### config.mk
export PLATFORM = sky130hd
export DESIGN_NAME = seven_segment_scanner
export DESIGN_NICKNAME = d
export VERILOG_FILES = /design/src/rtl/seven_seg_pkg.sv /design/src/rtl/seven_segment_scanner_decoder.sv /design/src/rtl/seven_segment_scanner.sv
export SDC_FILE = /design/constraint.sdc
export NUM_CORES = 1
export LEC_CHECK = 0
export BUFFER_PORTS_ARGS = -buffer_cell sky130_fd_sc_hd__buf_2
export CORE_ASPECT_RATIO = 0.7
export CORE_MARGIN = 3
export CORE_UTILIZATION = 50
export CTS_BUF_LIST = sky130_fd_sc_hd__clkbuf_4 sky130_fd_sc_hd__clkbuf_8 sky130_fd_sc_hd__clkbuf_16
export DETAILED_ROUTE_END_ITERATION = 10
export GPL_ROUTABILITY_DRIVEN = 0
export HOLD_SLACK_MARGIN = 0.12
export PLACE_DENSITY = 0.8
export SLEW_MARGIN = 15
export SYNTH_ARGS = -nofsm -noshare
export SYNTH_HDL_FRONTEND = slang
export SYNTH_HIERARCHICAL = 1
export SYNTH_SLANG_ARGS = --single-unit
export TNS_END_PERCENT = 30
### constraint.sdc
create_clock -name clk -period 7.4 [get_ports clk]
set_clock_uncertainty 0.2 [all_clocks]
set_input_delay 0.37 -clock clk [delete_from_list [all_inputs] [get_ports clk]]
set_output_delay 0.37 -clock clk [all_outputs]
set_load 0.05 [all_outputs]
### src/rtl/seven_seg_pkg.sv
// Shared state type and segment patterns for the seven-segment scanner.
// Patterns are a..g with segment a in the MSB; dp is appended by the decoder.
package seven_seg_pkg;

  typedef enum logic {
    BLANK = 1'b0,
    SHOW  = 1'b1
  } scan_state_t;

  localparam logic [6:0] SEG_0   = 7'b1111110;
  localparam logic [6:0] SEG_1   = 7'b0110000;
  localparam logic [6:0] SEG_2   = 7'b1101101;
  localparam logic [6:0] SEG_3   = 7'b1111001;
  localparam logic [6:0] SEG_4   = 7'b0110011;
  localparam logic [6:0] SEG_5   = 7'b1011011;
  localparam logic [6:0] SEG_6   = 7'b1011111;
  localparam logic [6:0] SEG_7   = 7'b1110000;
  localparam logic [6:0] SEG_8   = 7'b1111111;
  localparam logic [6:0] SEG_9   = 7'b1111011;
  localparam logic [6:0] SEG_OFF = 7'b0000000;

  localparam logic [0:7] SEG_BLANK = 8'b0;

endpackage

### src/rtl/seven_segment_scanner_decoder.sv
// BCD to seven-segment decoder; non-BCD nibbles light nothing but dp still passes.
module bcd_seg_decoder
  import seven_seg_pkg::*;
(
  input  logic       [3:0] bcd,
  input  logic             dp,
  output logic       [0:7] seg
);

  logic [6:0] pattern;

  always_comb begin
    pattern = SEG_OFF;
    case (bcd)
      4'd0:    pattern = SEG_0;
      4'd1:    pattern = SEG_1;
      4'd2:    pattern = SEG_2;
      4'd3:    pattern = SEG_3;
      4'd4:    pattern = SEG_4;
      4'd5:    pattern = SEG_5;
      4'd6:    pattern = SEG_6;
      4'd7:    pattern = SEG_7;
      4'd8:    pattern = SEG_8;
      4'd9:    pattern = SEG_9;
      default: pattern = SEG_OFF;
    endcase
  end

  assign seg = {pattern, dp};

endmodule

### src/rtl/seven_segment_scanner.sv
// Multiplexed seven-segment scanner with dead time and frame-synchronous value commit.
// Define LEADING_ZERO_BLANK_EN to suppress a..g on leading zero digits (digit 0 always shown).
module seven_segment_scanner
  import seven_seg_pkg::*;
#(
  parameter int NUM_DIGITS   = 4,
  parameter int REFRESH_DIV  = 50000,
  parameter int BLANK_CYCLES = 500
) (
  input  logic                    clk,
  input  logic                    rst_n,
  input  logic                    load_valid,
  input  logic [4*NUM_DIGITS-1:0] load_data,
  input  logic [NUM_DIGITS-1:0]   load_dp,
  output logic                    load_ready,
  output logic [0:7]              seg,
  output logic [NUM_DIGITS-1:0]   digit_sel,
  output logic                    frame_done
);

  localparam int IDX_W   = $clog2(NUM_DIGITS);
  localparam int CNT_MAX = (REFRESH_DIV > BLANK_CYCLES) ? REFRESH_DIV : BLANK_CYCLES;
  localparam int CNT_W   = $clog2(CNT_MAX);

  localparam logic [IDX_W-1:0] LAST_IDX   = IDX_W'(NUM_DIGITS - 1);
  localparam logic [CNT_W-1:0] SHOW_LAST  = CNT_W'(REFRESH_DIV - 1);
  localparam logic [CNT_W-1:0] BLANK_LAST = CNT_W'(BLANK_CYCLES - 1);

  scan_state_t state, state_nxt;
  logic [IDX_W-1:0] idx, idx_nxt;
  logic [CNT_W-1:0] cnt, cnt_nxt;
  logic             running;
  logic             frame_end;

  logic [4*NUM_DIGITS-1:0] disp_data, pend_data;
  logic [NUM_DIGITS-1:0]   disp_dp, pend_dp;
  logic                    pend_full;

  logic [3:0]            nibble;
  logic [0:7]            dec_seg;
  logic [0:7]            seg_nxt;
  logic [NUM_DIGITS-1:0] digit_sel_nxt;
  logic                  blank_lead;

  // The first edge after reset only arms the scanner, so the first SHOW
  // begins BLANK_CYCLES cycles after that edge.
  always_ff @(posedge clk or negedge rst_n) begin
    if (!rst_n) begin
      state      <= BLANK;
      idx        <= '0;
      cnt        <= '0;
      running    <= 1'b0;
      seg        <= SEG_BLANK;
      digit_sel  <= '0;
      frame_done <= 1'b0;
    end else begin
      running    <= 1'b1;
      state      <= state_nxt;
      idx        <= idx_nxt;
      cnt        <= cnt_nxt;
      seg        <= seg_nxt;
      digit_sel  <= digit_sel_nxt;
      frame_done <= frame_end;
    end
  end

  always_comb begin
    state_nxt = state;
    idx_nxt   = idx;
    cnt_nxt   = cnt;
    frame_end = 1'b0;
    if (running) begin
      case (state)
        BLANK: begin
          if (cnt == BLANK_LAST) begin
            state_nxt = SHOW;
            cnt_nxt   = '0;
          end else begin
            cnt_nxt = cnt + CNT_W'(1);
          end
        end
        SHOW: begin
          if (cnt == SHOW_LAST) begin
            state_nxt = BLANK;
            cnt_nxt   = '0;
            frame_end = (idx == LAST_IDX);
            idx_nxt   = (idx == LAST_IDX) ? '0 : idx + IDX_W'(1);
          end else begin
            cnt_nxt = cnt + CNT_W'(1);
          end
        end
      endcase
    end
  end

  // Outputs are computed from the next state so they register on the same
  // edge as the state itself; the displayed value only moves entering BLANK.
  assign nibble = disp_data[4*idx_nxt +: 4];

  bcd_seg_decoder u_decoder (
    .bcd (nibble),
    .dp  (disp_dp[idx_nxt]),
    .seg (dec_seg)
  );

`ifdef LEADING_ZERO_BLANK_EN
  logic [NUM_DIGITS-1:0] zero_from;
  logic                  zero_acc;

  always_comb begin
    zero_from = '0;
    zero_acc  = 1'b1;
    for (int k = NUM_DIGITS - 1; k >= 0; k--) begin
      zero_acc     = zero_acc && (disp_data[4*k +: 4] == 4'd0);
      zero_from[k] = zero_acc;
    end
  end

  assign blank_lead = (idx_nxt != '0) && zero_from[idx_nxt];
`else
  assign blank_lead = 1'b0;
`endif

  always_comb begin
    seg_nxt       = SEG_BLANK;
    digit_sel_nxt = '0;
    if (state_nxt == SHOW) begin
      digit_sel_nxt = NUM_DIGITS'(1) << idx_nxt;
      seg_nxt       = blank_lead ? {SEG_OFF, dec_seg[7]} : dec_seg;
    end
  end

  // Pending is committed only at a frame boundary, and cannot accept while
  // full, so a transfer and a commit never land on the same edge.
  always_ff @(posedge clk or negedge rst_n) begin
    if (!rst_n) begin
      disp_data <= '0;
      disp_dp   <= '0;
      pend_data <= '0;
      pend_dp   <= '0;
      pend_full <= 1'b0;
    end else if (frame_end && pend_full) begin
      disp_data <= pend_data;
      disp_dp   <= pend_dp;
      pend_full <= 1'b0;
    end else if (load_valid && load_ready) begin
      pend_data <= load_data;
      pend_dp   <= load_dp;
      pend_full <= 1'b1;
    end
  end

  assign load_ready = !pend_full;

endmodule

* Word level (Yosys, flattened, before mapping)
Memory sizes are Yosys's and may differ from the RTL's.
Cells that the tools add are included.
** Operators by class
- $lt $le $gt $ge :: 1
- Reductions and logical operators :: 5
- Muxes and demuxes :: 20
- Bitwise gates (word level) :: 2
- Eq/ne operators :: 3
- Shift-type cells :: 2
- $add $sub $neg :: 2
** Operators by type and width (number)
- $mux W16 :: 2
- $pmux W16 S2 :: 1
- $add A16 B1 Y16 const B :: 1
- $eq A16 B16 Y1 const B :: 1
- $eq A16 B9 Y1 const B :: 1
- $shiftx A16 B5 Y4 :: 1
- $mux W1 :: 9
- $mux W2 :: 4
- $mux W8 :: 1
- $mux W4 :: 1
- $shl A1 B2 Y4 const A :: 1
- $lt A2 B3 Y1 const B :: 1
- $add A2 B1 Y2 const B :: 1
- $bmux W1 S2 :: 1
- $eq A2 B2 Y1 const B :: 1
- $logic_and A1 B1 Y1 :: 2
- $not A1 Y1 :: 2
- $pmux W1 S2 :: 1
- $reduce_and A2 Y1 :: 1
- $reduce_bool A2 Y1 :: 1
- $logic_not A1 Y1 :: 1
** Word-level totals
- Flip-flop bits (word level) :: 74
- Word-level logic and storage cells :: 48
- Memories :: 1
- Bits in read-only memories :: 112
- Bits of input ports :: 23
** Memory list
- (no name shown) :: depth 16, bits a word 7, read ports 1, clocked after Yosys merged registers in 0, write ports 0, RTL line seven_segment_scanner_decoder.sv:14 : case (bcd)

* Logic depth before layout (Yosys ltp)
Gate-level depths: netlist of the first run.
- Word-level depth :: 8
- Mapped depth :: 12
- Gate-level depth less buffers :: 11

* Cells and area by module
The synthesis of the first run kept the hierarchy.
** By module, submodules not included
- seven_segment_scanner :: instances 1, sequential area each 1851.8 µm², area each 3331.9 µm², cells an instance 251
- bcd_seg_decoder :: instances 1, sequential area each 0.0 µm², area each 226.5 µm², cells an instance 29

* Worst setup path after synthesis of the first run
No wires, ideal clock.
- Kind :: register to register
- Start :: reg cnt[0]
- End :: reg seg[0] (netlist name)
- Path slack :: 4.470 ns
- Cell stages (with the launch flop) :: 13
- Arrival :: 2.595 ns
- Period minus slack after synthesis :: 2.930 ns
- Setup time :: 0.135 ns
- Cells stage by stage :: dfrtp_1 -> ha_1 -> nand3_1 -> or4_4 -> nor2_1 -> buf_4 -> mux2_2 -> inv_2 -> ha_1 -> nor2_1 -> a21oi_1 -> o22ai_1 -> nor3b_1
** On the way
- Longest elaborated chain between the ends :: 7
- Elaborated cells on any way between the ends :: 12
- Classes of those cells :: eq/ne (2); shift (1); mux (8); memory (1)
** Ends and longest elaborated chain
- from (decl) :: RTL line seven_segment_scanner.sv:31 : logic [CNT_W-1:0] cnt, cnt_nxt;
- from (signal assigned) :: RTL line seven_segment_scanner.sv:60 : cnt <= cnt_nxt;
- $eq A16 B16 Y1 :: RTL line seven_segment_scanner.sv:83 : if (cnt == SHOW_LAST) begin
- $mux W2 :: RTL line seven_segment_scanner.sv:83
- $mux W2 :: RTL line seven_segment_scanner.sv:73 : case (state)
- $mux W2 :: RTL line seven_segment_scanner.sv:72 : if (running) begin
- $shiftx A16 B5 Y4 :: RTL line seven_segment_scanner.sv:98 : assign nibble = disp_data[4*idx_nxt +: 4];
- net nibble[1] :: RTL line seven_segment_scanner.sv:39 : logic [3:0] nibble;
- $mem_v2 Z16 W7
- net dec_seg, one bit :: RTL line seven_segment_scanner.sv:40 : logic [0:7] dec_seg;
- $mux W8 :: RTL line seven_segment_scanner.sv:127 : if (state_nxt == SHOW) begin
- net seg_nxt, one bit :: RTL line seven_segment_scanner.sv:41 : logic [0:7] seg_nxt;
- to (signal assigned) :: RTL line seven_segment_scanner.sv:61 : seg <= seg_nxt;
- to (decl) :: RTL line seven_segment_scanner.sv:16 : output logic [0:7] seg,
The timed path passes the listed nets, and every way through them passes these cells.
A chain may end at the register's enable or synchronous reset.

* Worst setup path after layout of the first run
Same ends and word-level chain as after synthesis.

==> results of run 1 <==
==> through the flow <==
stage | utilization | total power [mW] | hold slack (ns) | setup WS, ns | instance area (sq um)
2_1_floorplan | - | 0.493 | -0.126 | 4.47 | 3560
3_3_place_gp | 0.554 | 0.516 | 0.290 | 4.27 | 3780
3_5_place_dp | 0.554 | 0.523 | 0.290 | 4.10 | 3780
4_1_cts | 0.616 | 0.845 | 0.309 | 4.06 | 4200
5_1_grt | 0.616 | 0.879 | 0.326 | 3.79 | 4200
6_report | 0.616 | 0.836 | 0.305 | 4.03 | 4200
==> power by group through the flow <==
stage	clock network, mW	registers [mW]	logic, mW
6_report	0.312	0.458	0.0665
5_1_grt	0.341	0.463	0.0759
4_1_cts	0.321	0.457	0.0670
3_5_place_dp	0	0.465	0.0582
3_3_place_gp	0	0.462	0.0540
2_1_floorplan	0	0.455	0.0379
==> final cells by class <==
cell class / count / area, sq um
repair buffers: 61 / 423
fillers: 535 / 2620
multi-input cells: 182 / 1580
well taps: 94 / 118
clock buffers: 10 / 131
inverters: 8 / 30.0
flip-flops and latches: 74 / 1850
clock inverters: 6 / 67.6
==> synthesized netlist by cell type, drive strengths merged (2+ instances only) <==
library cell  instances  area share
inv                   7      0.0074
nor4                  2      0.0035
and4                  3      0.0074
or3                   2      0.0035
nand2b                3      0.0074
a21oi                 5      0.0070
xor2                  6       0.015
mux2                 47        0.15
o31ai                 2      0.0042
nor2                 15       0.016
nor3                  6       0.012
xnor2                 2      0.0049
o22ai                 6       0.011
nand2                17       0.018
nand4                 5      0.0088
or4                   2      0.0053
ha                    8       0.028
or2                   3      0.0053
nand3                 5      0.0070
buf                   9       0.020
o21ai                 6      0.0084
nor3b                 8       0.017
clkbuf                7      0.0074
mux4                 10       0.063
nor4b                 3      0.0074
dfrtp                74        0.52
==> kinds of logic (layout without fill, tap and decap cells) <==
kind of cell / Yosys count / count (layout) / synth area share
AOI/OAI and AO/OA: 28 / 28 / 0.0503
xor gates and xnor gates: 8 / 8 / 0.0197
adders and majority gates: 8 / 8 / 0.0281
buffers and inverters: 24 / 85 / 0.0362
DFF: 74 / 74 / 0.520
muxes: 58 / 58 / 0.215
other: 1 / 1 / 0.00105
and+or+nand+nor: 79 / 79 / 0.129
==> flip-flops by register name (all words and copies together) (netlist names), 2 cells and up <==
signal,flops
seg,8
digit_sel,4
pend_dp,4
cnt,16
idx,2
pend_data,16
disp_data,16
disp_dp,4
==> worst min path at each step <==
stage	from	endpoint	slack (ns)	cells past startpoint
floorplan	rst_n	cnt[0]	-0.13	0
global placement	pend_data[11]	pend_data[11]	0.29	1
detailed placement	pend_data[10]	disp_data[10]	0.29	1
CTS	pend_data[10]	disp_data[10]	0.31	1
global route	pend_data[5]	pend_data[5]	0.33	1
finish	pend_data[10]	disp_data[10]	0.30	1
==> repair_timing <==
item | CTS | global route
endpoints found under the setup margin | 0 | 0
hold buffers | 22 | 0
endpoints found under the hold margin | 95 | 0
==> layer usage <==
metal  wire, microns  vias to the layer above  track usage
met5               0                        -            0
li1                -                     1128            -
met2            3250                       78        0.286
met1            3100                     1195        0.257
met3             464                       11       0.0728
met4             110                        0       0.0754
==> impl_metrics.ini, run 1 <==
[global_route]
grt-ovfl-total = 0
first_global_vias = 2489
wire_length_of_the_first_global_routing_pass_microns = 12100
global_route.usage.total = 0.193
antenna_violations_before_repair = 0
grt_start_max_net_pins = 75

[critical_path]
worst_path_largest_cell_delay_ns = 0.58
rr_worst_depth = 12
crit_path_end = seg[0]
timing.critical_path.fanout_max = 21
cp_data_arrival_time_ns = 3.36
critPathKind = reg2reg
crit_required_ns = 7.40
r2r_end = seg[0]
cpMaxStageDelayCell = or4_4
path_delay_family = simple AND/OR/NAND/NOR gates
launch_instance_of_the_worst_register_to_register_path = cnt[0]
timing.critical_path.to_type = flip-flop
critical_path.startpoint = cnt[0]
cp_cell_sequence = ha_1 > nand3_1 > or4_4 > nor2_1 > buf_4 > mux2_2 > inv_2 > ha_1 > nor2_1 > a21oi_1 > o22ai_1 > nor3b_1
cp.depth = 12
critPathLaunchType = flip-flop
setup.reg_to_reg.worst_slack_ns = 4.03
critical_path_buf_inv_count = 2

[pwr]
power.net_switching_uw = 211
p_int_uw = 625
p_sw_frac = 0.253
clockPowerShare = 0.373
share_comb_of_total_power = 0.080
p_seq_frac = 0.547
worst_ir_drop_vdd_v = 0.000153
p_per_area_nw_per_um2 = 199
p_leak_nw = 1.94

[route]
remaining_drc_errors = 0
num_vias = 2412
route.antenna.remaining_nets = 0
routed_via_density = 5.54
firstDrtPassIters = 4
routed_wirelength_microns = 6930
drt_iter0_markers = 127
route.detailed.wl_per_inst_microns = 15.9

[placed_design]
post-place-cells = 397
io_buffers = 36
dp_hpwl_microns = 4640

[synthesis]
synth_warnings = 6
post_synth.cell_area_avg_sq_um = 12.7
synth_flop_cell = dfrtp_1
synthCells = 280
mappedNetlistNets = 311
share_of_synthesized_area_occupied_by_flip_flops_and_latches = 0.520
synth-seq-cells = 74
yosysUniqueCellTypes = 50
edff_count_synth = 0
mappedNetlistArea_sq_um = 3560
asyncSetResetFlopFracSynth = 1.00

[timing]
slew_viol_final = 0
final_hold_viol_count = 0
grt_setup_unrepaired = no
layout_min_cycle_time_ns = 3.37
setup_viol = 0
finalSetupTns_ns = 0
max_freq_mhz = 297
worst_slew_margin_rel = 0.271
post-route-period-util = 0.455
tightestPinTransition_ns = 1.09

[status]
status = completed

[cts]
cts_sinks = 74
clock_insertion_delay_at_the_later_pin_of_the_skew_report_ns = 0.37
cts_buffers = 9
postCtsSetupRepairBufs = 0
cts_resized = 0
clock_tree.htree_level_count = 3
cts_tree = yes
clk_path_buf_depth = 2
root_buffer = clkbuf_8
post_cts_clock_slew_at_the_launch_and_capture_registers_of_the_worst_setup_and_hold_paths_ns = 0.08

[job]
max_capacitance_violation_count = 0

[layout]
number_of_standard_cells_in_the_layout_taps_in_and_fillers_out = 435
antennaDiodeCount = 0
areaGrowthSynthToFinish_pct = 18.0
number_of_nets_in_the_layout = 367
layout_common_cells = dfrtp_1, mux2_2, buf_2
leading_cell_type_in_the_layout_fill_and_taps_excluded = dfrtp_1
drive_above_1_share = 0.355

[floorplan]
die_area_sq_um = 8180
num_rows = 25
floorplan.die.height_microns = 76.6
area_of_the_placeable_core_sq_um = 6820
initial_utilization = 0.522
dieWidth_microns = 107
ios = 37

[min_path]
hp-class = reg2reg
Power figures use the tool's default switching activity.
==> inputs of run 2 (changes only) <==
Clock period 7.4 ns to 3.43 ns, I/O delays scaled along.
==> run 2 against run 1 <==
Sequential power is 110% higher. Power is 130% higher. Via count is 1.5% lower. Combinational power is 120% higher. Critical path depth is 3 lower. First-iteration DRC count is 16% lower. Clock power is 150% higher.
==> impl_metrics.ini, run 2 (synthesized netlist as in run 1, its figures left out) <==
[status]
status = completed

[cts]
root_buffer = clkbuf_8
postCtsSetupRepairBufs = 0
clk_path_buf_depth = 2
post_cts_clock_slew_at_the_launch_and_capture_registers_of_the_worst_setup_and_hold_paths_ns = 0.07
cts_buffers = 9
clock_insertion_delay_at_the_later_pin_of_the_skew_report_ns = 0.35
cts_tree = yes
clock_tree.htree_level_count = 3
cts_sinks = 74

[route]
drt_iter0_markers = 107
firstDrtPassIters = 4
routed_wirelength_microns = 6910
route.detailed.wl_per_inst_microns = 15.7
route.antenna.remaining_nets = 0
remaining_drc_errors = 0
num_vias = 2377
routed_via_density = 5.39

[layout]
antennaDiodeCount = 0
drive_above_1_share = 0.369
layout_common_cells = dfrtp_1, mux2_2, buf_2
reg_top3 = cnt x16, disp_data x16, pend_data x16
areaGrowthSynthToFinish_pct = 20.3
layout.filler_cells = 548
finish.instance_area_sq_um = 4280
leading_cell_type_in_the_layout_fill_and_taps_excluded = dfrtp_1
number_of_nets_in_the_layout = 373

[global_route]
first_global_vias = 2378
grt_start_max_net_pins = 39
grt-ovfl-total = 0
global_route.usage.total = 0.187
wire_length_of_the_first_global_routing_pass_microns = 11800
antenna_violations_before_repair = 0

[critical_path]
cp_data_arrival_time_ns = 3.19
critPathLaunchType = flip-flop
launch_instance_of_the_worst_register_to_register_path = cnt[1]
critPathKind = reg2reg
r2r_end = seg[6]
setup.reg_to_reg.worst_slack_ns = 0.29
rr_worst_depth = 9
timing.critical_path.fanout_max = 10
timing.critical_path.to_type = flip-flop
crit_required_ns = 3.48

[pwr]
share_comb_of_total_power = 0.077
p_sw_frac = 0.228
p_seq_frac = 0.519
power.net_switching_uw = 431
p_per_area_nw_per_um2 = 443
p_int_mw = 1.46
p_leak_nw = 2.00
clockPowerShare = 0.404
worst_ir_drop_vdd_v = 0.000281

[floorplan]
floorplan.die.height_microns = 76.6
ios = 37
dieWidth_microns = 107
initial_utilization = 0.522
area_of_the_placeable_core_sq_um = 6820
num_rows = 25
die_area_sq_um = 8180

[job]
max_capacitance_violation_count = 0

[timing]
finalSetupTns_ns = 0
tightestPinTransition_ns = 1.11
layout_min_cycle_time_ns = 3.14
slew_viol_final = 0
grt_setup_unrepaired = no
max_freq_mhz = 319
post-route-period-util = 0.915
worst_slew_margin_rel = 0.253
setup_viol = 0
final_hold_viol_count = 0

[placed_design]
dpl_cell_area_sq_um = 3820
dp_hpwl_microns = 4840
io_buffers = 36

[min_path]
hp-class = in2async
## run 2: how the worst max path moves through the flow
stage,depth (start not counted),startpoint,endpoint,slack [ns]
CTS,9,cnt[1],seg[6],0.22
global route,11,cnt[1],seg[3],0.1
floorplan,12,cnt[0],seg[0],0.50
detailed placement,11,cnt[0],seg[3],0.29
finish,9,cnt[1],seg[6],0.29
global placement,11,cnt[0],seg[3],0.40
## run 2: area by class of cell
type                       instances  area, sq um  area share
multi-input combinational        182         1580       0.369
clock inverter                     4         73.8      0.0172
sequential                        74         1850       0.433
inverter                           8         30.0     0.00702
tap                               94          118      0.0275
timing repair buffer              67          468       0.109
clock buffer                      12          159      0.0371
## run 2: per-layer routing
| layer | share of wire | GRT usage |
|---|---|---|
| met1 | 0.45 | 0.246 |
| met2 | 0.48 | 0.302 |
| met3 | 0.053 | 0.0584 |
| met4 | 0.012 | 0.0498 |
| met5 | 0 | 0 |
## run 2: power by group through the flow
stage                     clock, mW  sequential (mW)  combinational [mW]
after floorplan                   0            0.981              0.0817
after global placement            0            0.995               0.121
after detailed placement          0             1.00               0.128
after CTS                     0.787            0.983               0.147
after global routing          0.825            0.992               0.166
final                         0.765            0.984               0.146
## run 2: timing repair
| action | CTS | global route |
|---|---|---|
| hold endpoints to repair | 57 | 0 |
| endpoints found under the setup margin | 0 | 1 |
| resized for setup | 0 | 1 |
| hold buffers | 22 | 0 |
## run 2: per-stage QoR
stage | hold slack [ns] | power (mW) | util | instances | setup WS (ns)
floorplan | -0.324 | 1.06 | - | 280 | 0.500
global placement | 0.120 | 1.12 | 0.561 | 403 | 0.403
detailed placement | 0.119 | 1.13 | 0.561 | 403 | 0.285
CTS | 0.278 | 1.92 | 0.627 | 441 | 0.218
global route | 0.327 | 1.98 | 0.628 | 441 | 0.0970
finish | 0.249 | 1.89 | 0.628 | 441 | 0.290
## run 2: worst max-delay path, stage by stage (launching register included)
cell and delay [ns]:
dfrtp_1 0.40, ha_1 0.23, nand3_1 0.19, or4_4 0.57, nor2_2 0.18, buf_4 0.20
mux2_2 0.44, nand2b_4 0.19, o22ai_1 0.19, nor3b_1 0.24
